$ cat config.mk
export PLATFORM = sky130hd
export DESIGN_NAME = seg_scan_ctrl
export DESIGN_NICKNAME = d
export VERILOG_FILES = /design/src/rtl/seg_scan_ctrl.sv
export SDC_FILE = /design/constraint.sdc
export NUM_CORES = 1
export LEC_CHECK = 0
export BUFFER_PORTS_ARGS = -buffer_cell sky130_fd_sc_hd__buf_2
export CORE_ASPECT_RATIO = 1.5
export CORE_MARGIN = 2
export CORE_UTILIZATION = 35
export DETAILED_ROUTE_END_ITERATION = 10
export PLACE_DENSITY_LB_ADDON = 0.12
export SYNTH_ARGS = -nofsm -noshare
export SYNTH_HDL_FRONTEND = slang
export SYNTH_SLANG_ARGS = --single-unit
$ cat constraint.sdc
create_clock -name clk -period 3.5 [get_ports clk]
set_input_delay 0.175 -clock clk [delete_from_list [all_inputs] [get_ports clk]]
set_output_delay 0.175 -clock clk [all_outputs]
set_load 0.05 [all_outputs]
$ cat src/rtl/seg_scan_ctrl.sv
// Time-multiplexed scan controller for an 8-digit seven-segment display.
// Drives a shared decoder with per-digit dwell and inter-digit blanking.
module seg_scan_ctrl #(
  parameter int unsigned REFRESH_DIV = 100000,
  parameter int unsigned GUARD_CYC   = 1000
) (
  input  logic       clk,
  input  logic       rst_n,
  input  logic       wr_en,
  input  logic [2:0] wr_addr,
  input  logic [3:0] wr_data,
  input  logic [7:0] digit_en,
  output logic [3:0] num,
  output logic [2:0] sel,
  output logic       blank,
  output logic       frame_tick
);

  typedef enum logic [0:0] {
    DISP  = 1'b0,
    GUARD = 1'b1
  } state_t;

  localparam logic [31:0] DISP_LAST  = 32'(REFRESH_DIV - 1);
  localparam logic [31:0] GUARD_LAST =
    (GUARD_CYC == 0) ? 32'd0 : 32'(GUARD_CYC - 1);
  localparam bit NO_GUARD = (GUARD_CYC == 0);

  state_t      state_q, state_d;
  logic [31:0] cnt_q, cnt_d;
  logic [2:0]  sel_q, sel_d;
  logic        adv;
  logic        tick_q;
  logic [3:0]  digit_q [8];

  always_ff @(posedge clk or negedge rst_n) begin
    if (!rst_n) begin
      state_q <= DISP;
      cnt_q   <= '0;
      sel_q   <= '0;
      tick_q  <= 1'b0;
    end else begin
      state_q <= state_d;
      cnt_q   <= cnt_d;
      sel_q   <= sel_d;
      tick_q  <= adv && (sel_q == 3'd7);
    end
  end

  always_comb begin
    state_d = state_q;
    cnt_d   = cnt_q + 32'd1;
    adv     = 1'b0;
    case (state_q)
      DISP: begin
        if (cnt_q == DISP_LAST) begin
          cnt_d = '0;
          if (NO_GUARD) adv = 1'b1;
          else          state_d = GUARD;
        end
      end
      GUARD: begin
        if (cnt_q == GUARD_LAST) begin
          cnt_d   = '0;
          adv     = 1'b1;
          state_d = DISP;
        end
      end
      default: begin
        state_d = DISP;
        cnt_d   = '0;
      end
    endcase
    sel_d = adv ? sel_q + 3'd1 : sel_q;
  end

  // Writes share the edge with a sel advance, so num sees both at once
  always_ff @(posedge clk or negedge rst_n) begin
    if (!rst_n) begin
      for (int i = 0; i < 8; i++) digit_q[i] <= '0;
    end else if (wr_en) begin
      digit_q[wr_addr] <= wr_data;
    end
  end

  assign sel        = sel_q;
  assign num        = digit_q[sel_q];
  assign blank      = (state_q == GUARD) || !digit_en[sel_q];
  assign frame_tick = tick_q;

endmodule

# Yosys cells after proc, flatten, opt, wreduce, memory -nomap -nowiden
# Cells that the tools add are included.
# Widths: inputs -> output; s select.
[totals] register_bits=69 inputBits=18 out_inout_bits=9 elab_cells=44
[classes] add_sub_neg=2 order_cmp=4 n_eq_ne=3 mux=16 bitwise=3 n_reduce_logical=4
[op_table] operator="$mux 32" n=2
[op_table] operator="$pmux 32 s2" n=1
[op_table] operator="$add 32x1->32 const B" n=1
[op_table] operator="$bwmux 32" n=1
[op_table] operator="$eq 32x10->1 const B" n=1
[op_table] operator="$eq 32x17->1 const B" n=1
[op_table] operator="$bmux 4 s3" n=1
[op_table] operator="$demux 4 s3" n=1
[op_table] operator="$mux 4" n=3
[op_table] operator="$ge 4x4->1 const B" n=2
[op_table] operator="$not 3->4" n=2
[op_table] operator="$mux 1" n=5
[op_table] operator="$lt 3x4->1 const B" n=1
[op_table] operator="$lt 4x1->1 const B" n=1
[op_table] operator="$add 3x1->3 const B" n=1
[op_table] operator="$bmux 1 s3" n=1
[op_table] operator="$eq 3x3->1 const B" n=1
[op_table] operator="$logic_and 1x1->1" n=2
[op_table] operator="$pmux 1 s2" n=1
[op_table] operator="$logic_not 1->1" n=1
[op_table] operator="$logic_or 1x1->1" n=1
[op_table] operator="$not 1->1" n=1

# Logic depth before layout (Yosys ltp)
# Gate-level depths: netlist of the first run.
[depth] ltp_word=6 depth_mapped=7 depth_no_buf=6

# Least setup slack after synthesis of the first run
# No wires, ideal clock.
[synth_path] kind="reg-to-output" start="register sel_q[0], in the netlist sel[0]" end="output port num[0]" t_arrival_ps=1956 t_required_ps=3325 slack_ps=1369 stages_incl_launch_ff=4 n_path_buf=1 cell_sequence="dfrtp_1 buf_2 mux4_2 mux2_2"
[synth_via] elab_chain_cells=4
[synth_lines] item="start: declaration" line="31" text="logic [2:0] sel_q, sel_d;"
[synth_lines] item="start signal: assignment" line="45" text="sel_q <= sel_d;"
[synth_lines] item="$not 3->4 (implied by the code)" line="87" text="assign num = digit_q[sel_q];"
[synth_lines] item="$bmux 4 s3" line="87"
[synth_lines] item="$mux 4 (implied by the code) (2 in a row)" line="87"
[synth_lines] item="end: declaration" line="13" text="output logic [3:0] num,"
# No other way between the ends. The select of a mux whose other input is x is not followed.

# Final worst setup path of the first run
[layout_path] start="register sel_q[0], in the netlist sel[0]" end="output port num[2]"
# Same word-level chain as after synthesis.

==> results.toml, run 1 <==
[run_status]
status = "finished clean"

[clock_network]
clock_latency_ns = 0.33
cts.sinks = 69
cts_hold_buf = 0
clockRootBuffer = "clkbuf_16"
htreeDepth = 3
clock_path_buffers = 2
clk_pin_slew_ns = 0.05
numCtsBuffers = 9
cts_setup_buffers = 0
cts_tree = "built"
cts.repair.resized = 0

[place]
io_buffers = 26
gp_congestion = 0.744
dp_hpwl_um = 4790

[setup_path]
rrSetupSlack_ns = 1.43
end_kind = "output port"
startpoint_type = "flop"
rr_worst_depth = 5
crit_arrival_ns = 2.27
cp.required_ns = 3.32
path_max_fanout = 13
crit_type = "flop to output port"

[sta]
tightest_slew_ns = 0.893
slew_headroom_pct = 40.4
max_freq_ghz = 0.410
hold_viol = 0
period_share_pct = 69.7
rsz0062_at_grt = "false"
layout_min_cycle_time_ns = 2.44
setup_violations = 0
skew_ns = 0.00294
slew_viol_final = 0
setup_tns_ns = 0

[cells_and_area]
area_growth_pct = 15.7
utilization_pct = 41.5
nNetsFinal = 307
num_antenna_cells = 0
drive_above_1_share_pct = 34.3

[logic_synthesis]
seq_area_frac_synth_pct = 52.3
yosys.area.top_type = "dfrtp_1"
synth_flop_cell = "dfrtp_1"
synth_cells = 253
synthTopCellsByArea = "dfrtp_1 52%, mux2_2 12%, mux4_2 6.8%"
syn_avg_cell_area_um2 = 13.1
netlist.area_leader.share_pct = 52.3
synth_area_um2 = 3300
synthesis.nets = 274
ys_types = 34
ys_warn_count = 0
async_flop_share_pct = 100
ys_seq_elements = 69
synth_edf_count = 0

[floorplanning]
die_h_um = 123
fp.dieW_um = 83.3
coreArea_um2 = 9200
start_util_pct = 35.9
die-area_um2 = 10300
rows = 43
pin_count = 27

[pwr]
swShare_pct = 23.4
p_comb_share_pct = 11.0
vdd_ir_drop_max_mv = 0.332
power.share.sequential_pct = 46.8
powerDensity_nw_per_um2 = 512
p_clk_share_pct = 42.2
p_int_mw = 1.50
p_switching_mw = 0.459
p_leak_nw = 1.64

[routing]
drc = 0
drt_pass1_iterations = 4
final_antenna_net_count = 0
routed_wl_um = 6770
drt_iter0_drc = 70
via_per_inst = 5.16
vias = 2069
routedWlPerCell_um = 16.9

[global_route]
grt_max_degree = 70
grt_pass1_wl_um = 11200
antenna_found_initial = 0
first_global_vias = 2090
grt_overflow = 0
grt_util_all_layers_pct = 14.6

[flow_run]
drv_cap = 0

[worst_hold_path]
hold_class = "input port to asynchronous set/reset pin"
[critical path, cell delays in order, from the launching register on]
cell and delay, ns:
dfrtp_1 0.84, mux4_2 0.60, mux2_2 0.28, buf_2 0.21
[synth_stat cells, types with 2 or more instances]
master,instances
ha_1,3
nor3_1,5
nor3b_1,2
nand4b_1,3
nand4_1,11
mux2_2,36
nor4_2,3
mux2_4,2
nor3_2,2
o21ai_0,2
nand2_1,16
xor2_1,9
buf_2,3
xnor2_1,22
nand3_1,9
nor2_1,16
dfrtp_1,69
and4_1,4
nor4_1,6
mux4_2,10
and3_1,5
inv_1,3
[per-stage QoR]
step	hold WS (ns)	power (mW)	area, um2	instances	setup slack [ns]
2_1_floorplan	-0.121	1.08	3300	253	1.37
3_3_place_gp	0.442	1.14	3560	387	1.35
3_5_place_dp	0.443	1.15	3560	387	1.32
4_1_cts	0.0902	1.99	3820	401	0.965
5_1_grt	0.135	2.05	3820	401	0.880
6_report	0.0370	1.96	3820	401	1.06
[final timing paths]
check                                           to           startpoint
hold / removal                  cnt_q[4]$_DFF_PN0_                rst_n
hold reg to reg                 cnt_q[0]$_DFF_PN0_   cnt_q[0]$_DFF_PN0_
setup / recovery                            num[2]   sel[0]$_DFFE_PN0P_
setup reg to reg                cnt_q[8]$_DFF_PN0_  cnt_q[25]$_DFF_PN0_
min in group clk           digit_q[19]$_DFFE_PN0P_           wr_data[3]
max in group asynchronous      cnt_q[12]$_DFF_PN0_                rst_n
[cells by family (layout without fill, tap and decap cells)]
| logic type | count (synthesis) | after routing | share of synthesized area (%) |
|---|---|---|---|
| compound gates | 3 | 3 | 0.568 |
| xor+xnor | 31 | 31 | 8.22 |
| mux | 49 | 49 | 20.3 |
| simple gates | 90 | 90 | 16.4 |
| flops | 69 | 69 | 52.3 |
| buf+inv | 8 | 44 | 1.14 |
| fa+ha+maj | 3 | 3 | 1.14 |
[power by group through the flow]
stage / Sequential [mW] / Clock, mW / Combinational, mW
3_3_place_gp: 0.930 / 0 / 0.215
4_1_cts: 0.918 / 0.850 / 0.220
6_report: 0.917 / 0.827 / 0.215
5_1_grt: 0.928 / 0.889 / 0.232
2_1_floorplan: 0.918 / 0 / 0.160
3_5_place_dp: 0.931 / 0 / 0.219
[layout by cell type (no fill, tap or decap), types with 2 or more instances in the layout]
cell type  synthesis  routed
and3_1             5       5
and4_1             4       4
buf_2              3      26
clkbuf_16          0       9
clkbuf_8           0       2
clkinv_2           0       2
dfrtp_1           69      69
ha_1               3       3
inv_1              3       3
mux2_2            36      36
mux2_4             2       2
mux4_2            10      10
nand2_1           16      16
nand3_1            9       9
nand4_1           11      11
nand4b_1           3       3
nor2_1            16      16
nor3_1             5       5
nor3_2             2       2
nor3b_1            2       2
nor4_1             6       6
nor4_2             3       3
o21ai_0            2       2
xnor2_1           22      22
xor2_1             9       9
[sequential cells by signal, indices dropped and copies added, names as in the netlist]
| name | cells |
|---|---|
| sel | 3 |
| cnt_q | 32 |
| state_q | 1 |
| digit_q | 32 |
| frame_tick | 1 |
[per-layer routing]
metal  up-vias  global-route usage [%]  routed length (um)
li1        996                       -                   -
met1      1033                    17.5                2800
met2        28                    24.5                3630
met3        12                    2.87                 171
met4         0                    8.61                 167
met5         -                       0                   0
[final cells by class]
class	instances	area [um2]
clock buffer	12	256
clock inverter	2	10.0
fill	859	5380
inverter	3	11.3
multi-input combinational	176	1540
sequential	69	1730
tap	112	140
timing repair buffer	27	138
(Power assumes the default switching activity.)
==> run 2, diff against run 1 <==
ABC_AREA = 1   (was not set)
clock period = 2.1 ns   (was 3.5 ns; I/O delays follow)
==> results.toml, run 2 <==
[sta]
period_share_pct = 93.7
max_freq_ghz = 0.508
tightest_slew_ns = 0.533
setup_tns_ns = 0
setup_violations = 0
skew_ns = 0.00634
layout_min_cycle_time_ns = 1.97
slew_viol_final = 0
rsz0062_at_grt = "false"
slew_headroom_pct = 64.3
hold_slack_ns = 0.158
hold_viol = 0

[cells_and_area]
num_antenna_cells = 0
utilization_pct = 41.0
area_growth_pct = 15.7
layout_common_cells = "185 x nand2_1, 109 x nor2_1, 68 x dfrtp_1, 65 x inv_1, 50 x o21ai_0"
postLayoutCellArea_um2 = 4650
n_fill_cell = 1202
drive_above_1_share_pct = 10.3
nNetsFinal = 647
final_common_cell = "nand2_1"

[place]
dp_hpwl_um = 8990
placed_cell_area_um2 = 4350
gp_congestion = 0.858
io_buffers = 26

[setup_path]
cp_cell_sequence = "buf_4, o21ai_0, o22ai_1, nand2_1, nand2_1, buf_2"
rr_startpoint = "cnt_q[5]$_DFF_PN0_"
slowest_delay_ns = 0.38
crit_arrival_ns = 1.86
end_kind = "output port"
cpMostUsedCell = "nand2_1"
path_max_fanout = 23
path_delay_family = "buffers and inverters"
crit_type = "flop to output port"
rr_endpoint = "cnt_q[17]$_DFF_PN0_"
crit_slowest_cell = "dfrtp_1"
startpoint_type = "flop"
cp.depth = 6
critPathBufInv = 2
cp.required_ns = 2.00
rrSetupSlack_ns = 0.48
rr_worst_depth = 7

[worst_hold_path]
hold_depth = 3
hp-start = "wr_data[2]"
hold_class = "input port to flop"
hold_end = "digit_q[2]$_DFFE_PN0P_"

[routing]
drt_pass1_iterations = 5
vias = 3779
routed_wl_um = 11800
via_per_inst = 4.84
routedWlPerCell_um = 15.1
final_antenna_net_count = 0
drc = 0
drt_iter0_drc = 191

[logic_synthesis]
yosysMostFrequentCell = "nand2_1"
synthTopCellsByCount = "185 x nand2_1, 109 x nor2_1, 69 x dfrtp_1"
synth_cells = 592
synth_flop_cell = "dfrtp_1"
ys_seq_elements = 69
ys_types = 24
ys_warn_count = 0
netlist.area_leader.share_pct = 42.9
synth_area_um2 = 4020
async_flop_share_pct = 100
synth_edf_count = 0
seq_area_frac_synth_pct = 42.9
synthesis.nets = 613
yosys.area.top_type = "dfrtp_1"
syn_avg_cell_area_um2 = 6.79
synthTopCellsByArea = "dfrtp_1 43%, nand2_1 17%, nor2_1 10%"

[floorplanning]
rows = 48
pin_count = 27
coreArea_um2 = 11400
fp.dieW_um = 91.5
start_util_pct = 35.4
die-area_um2 = 12400
die_h_um = 135

[clock_network]
clock_latency_ns = 0.34
clockRootBuffer = "clkbuf_16"
cts_tree = "built"
cts_setup_buffers = 0
clk_pin_slew_ns = 0.06
htreeDepth = 3
cts.sinks = 69
numCtsBuffers = 9
clock_path_buffers = 2

[global_route]
grt_pass1_wl_um = 19200
antenna_found_initial = 0
grt_overflow = 0
grt_util_all_layers_pct = 20.3
first_global_vias = 3836
grt_max_degree = 70

[pwr]
finalPower_mw = 3.34
p_comb_share_pct = 8.8
p_clk_share_pct = 45.3
power.share.sequential_pct = 45.8
p_switching_mw = 0.881
p_leak_nw = 2.34
vdd_ir_drop_max_mv = 0.422
p_int_mw = 2.46
powerDensity_nw_per_um2 = 719
swShare_pct = 26.3

[flow_run]
drv_cap = 0

[run_status]
status = "finished clean"
[run 2: cell count changes after synthesis, moves of 6 or more]
cell / delta
nor4_1: -6
nand2_2: +7
nand4_1: -8
inv_1: +63
o21ai_0: +49
o22ai_1: +8
nor2_1: +93
mux2_2: -36
xnor2_1: -22
a21oi_1: +9
nand2_1: +169
nand3_1: +36
mux4_2: -10
[run 2: worst max-delay path by stage]
stage | startpoint | endpoint | slack, ns
4_1_cts | sel[1]$_DFFE_PN0P_ | num[3] | 0.05
5_1_grt | sel[0]$_DFFE_PN0P_ | num[1] | 0.04
6_report | sel[0]$_DFFE_PN0P_ | num[3] | 0.13
2_1_floorplan | sel[0]$_DFFE_PN0P_ | blank | 0.31
3_3_place_gp | sel[0]$_DFFE_PN0P_ | num[0] | 0.38
3_5_place_dp | sel[0]$_DFFE_PN0P_ | num[0] | 0.37
[run 2: cell families (layout without fill, tap and decap cells)]
kind of cell	Yosys count	in the layout	share of synthesized area [%]
AOI/OAI and AO/OA	71	71	9.21
xor gates and xnor gates	12	12	2.61
adders and majority gates	3	3	0.933
buffers and inverters	77	115	7.28
DFF	69	69	42.9
and+or+nand+nor	360	360	37.0
[run 2: routing by layer]
layer / GRT usage (%) / up-vias / share of wire [%]
met3: 2.89 / 29 / 3.0
met5: 0 / - / 0
met2: 38.2 / 85 / 54
met1: 21.0 / 1746 / 38
met4: 12.3 / 0 / 4.5
li1: - / 1919 / -
[run 2: metrics by stage]
step	instances	setup slack (ns)
finish	780	0.133
global route	780	0.0432
CTS	780	0.0462
floorplan	592	0.306
global placement	764	0.377
detailed placement	764	0.370
[run 2: final cells by class]
class	instances	area [um2]	area share, %
Inverter	69	263	5.65
Multi-Input combinational cell	446	2000	43.0
Clock inverter	5	61.3	1.32
Sequential cell	69	1730	37.1
Tap cell	150	188	4.03
Clock buffer	10	229	4.92
Timing Repair Buffer	31	183	3.92
[run 2: power by group through the flow]
stage	logic, mW	clock network, mW	registers, mW
global route	0.345	1.61	1.54
global placement	0.296	0	1.56
floorplan	0.198	0	1.51
CTS	0.302	1.56	1.53
finish	0.296	1.52	1.53
detailed placement	0.301	0	1.55
[run 2: what timing repair did]
action,CTS,global route
resized for setup,1,2
hold endpoints to repair,69,0
hold buffers,1,0
setup endpoints to repair,1,3
[run 2: worst min-delay path: cells and delay by family]
kind,cells,cell delay (ns)
buf+inv,2,0.19
compound gates,1,0.15
==> run 3, diff against run 2 <==
ABC_AREA = not set   (was 1)
clock period = 2.16 ns   (was 2.1 ns; I/O delays follow)
==> results.toml, run 3 (synthesized netlist as in run 1, its figures left out) <==
[run_status]
status = "finished clean"

[floorplanning]
start_util_pct = 35.9
coreArea_um2 = 9200
die_h_um = 123
fp.dieW_um = 83.3
rows = 43
pin_count = 27
die-area_um2 = 10300

[routing]
drt_pass1_iterations = 4
vias = 2128
routed_wl_um = 6730
final_antenna_net_count = 0
via_per_inst = 5.09
drc = 0
drt_iter0_drc = 89
routedWlPerCell_um = 16.1

[pwr]
p_clk_share_pct = 47.9
p_int_mw = 2.75
vdd_ir_drop_max_mv = 0.589
power.share.sequential_pct = 42.0
p_leak_nw = 1.76
p_switching_mw = 0.785
powerDensity_nw_per_um2 = 874
finalPower_mw = 3.53
swShare_pct = 22.2
p_comb_share_pct = 10.0

[global_route]
grt_max_degree = 33
grt_pass1_wl_um = 11100
antenna_found_initial = 0
first_global_vias = 2145
grt_overflow = 0
grt_util_all_layers_pct = 14.3

[setup_path]
rr_worst_depth = 5
startpoint_type = "flop"
crit_type = "flop to output port"
cp_cell_sequence = "mux4_2, mux2_2, buf_2"
crit_arrival_ns = 1.96
slowest_delay_ns = 0.72
path_max_fanout = 13
cp.required_ns = 2.05
end_kind = "output port"
crit_slowest_cell = "dfrtp_1"

[sta]
layout_min_cycle_time_ns = 2.07
skew_ns = 0.00504
setup_tns_ns = 0
max_freq_ghz = 0.484
hold_slack_ns = 0.118
rsz0062_at_grt = "false"
slew_headroom_pct = 60.1
hold_viol = 0
period_share_pct = 95.6
slew_viol_final = 0
setup_violations = 0
tightest_slew_ns = 0.599

[cells_and_area]
area_growth_pct = 22.3
final_common_cell = "dfrtp_1"
layout_common_cells = "69 x dfrtp_1, 36 x mux2_2, 26 x buf_2, 22 x xnor2_1"
nNetsFinal = 322
regArea_um2 = 1730
multiInputGateArea_um2 = 1540
num_antenna_cells = 0
drive_above_1_share_pct = 37.9
n_fill_cell = 854

[clock_network]
cts.sinks = 69
clock_latency_ns = 0.33
clk_pin_slew_ns = 0.06
numCtsBuffers = 9
clock_path_buffers = 2
cts_tree = "built"
cts.repair.resized = 0
clockRootBuffer = "clkbuf_16"
htreeDepth = 3

[place]
io_buffers = 26
dp_hpwl_um = 5060
gp_congestion = 0.714

[worst_hold_path]
hold_depth = 2
hold_class = "input port to flop"

[flow_run]
drv_cap = 0
## run 3: changes by cell type in the layout (fill, tap and decap cells not counted), moves of 10 or more
cell	delta
inv_1	-62
mux4_2	+10
nor2_1	-93
buf_4	+10
nand2_1	-169
xnor2_1	+22
nand3_1	-36
o21ai_0	-48
mux2_2	+36
## run 3: path summary, 6_finish.rpt
path                                           from                 endpoint  slack (ns)
worst max-delay path             sel[1]$_DFFE_PN0P_                   num[0]        0.09
worst min-delay path                     wr_data[1]  digit_q[17]$_DFFE_PN0P_        0.12
worst max register to register  cnt_q[14]$_DFF_PN0_       sel[1]$_DFFE_PN0P_        0.17
worst min register to register   cnt_q[0]$_DFF_PN0_       cnt_q[0]$_DFF_PN0_        0.45
max in group asynchronous                     rst_n     frame_tick$_DFF_PN0_        1.22
min in group asynchronous                     rst_n       cnt_q[4]$_DFF_PN0_        0.31
## run 3: layout make-up
class | instances | share of cell area (%)
Clock buffer | 9 | 5.57
Multi-Input combinational cell | 176 | 38.1
Timing Repair Buffer | 42 | 6.87
Clock inverter | 7 | 3.00
Tap cell | 112 | 3.47
Sequential cell | 69 | 42.7
Inverter | 3 | 0.279
## run 3: stage by stage
stage / cell area (um2) / instances / worst slack, ns / utilization (%)
after detailed placement: 3690 / 401 / 0.157 / 40.1
after global routing: 4040 / 418 / 0.00262 / 43.9
final: 4040 / 418 / 0.0948 / 43.9
after floorplan: 3300 / 253 / 0.0959 / -
after CTS: 4040 / 418 / 0.0623 / 43.9
after global placement: 3690 / 401 / 0.186 / 40.1
## run 3: repair_timing
action                    4_1_cts  5_1_grt
setup buffers                   0        0
hold endpoints to repair       21        0
hold buffers                    1        0
## run 3: critical path, delay by kind of cell, from the launching register on
kind                   cells  cell delay, ns
flip-flops                 1            0.72
multiplexers               2            0.69
buffers and inverters      1            0.21
## run 3: routing by layer
layer	track usage, %	wire length (um)	vias to the layer above	part of all wire (%)
li1	-	-	1026	-
met5	0	0	-	0
met1	15.5	2730	1072	41
met3	3.81	170	6	2.5
met4	5.84	93	0	1.4
met2	26.5	3740	24	56
## run 3: power groups by stage
stage	clock [mW]	combinational (mW)	sequential (mW)
after floorplan	0	0.259	1.49
after global placement	0	0.354	1.51
after detailed placement	0	0.359	1.51
after CTS	1.74	0.361	1.49
after global routing	1.79	0.385	1.50
final	1.69	0.354	1.48
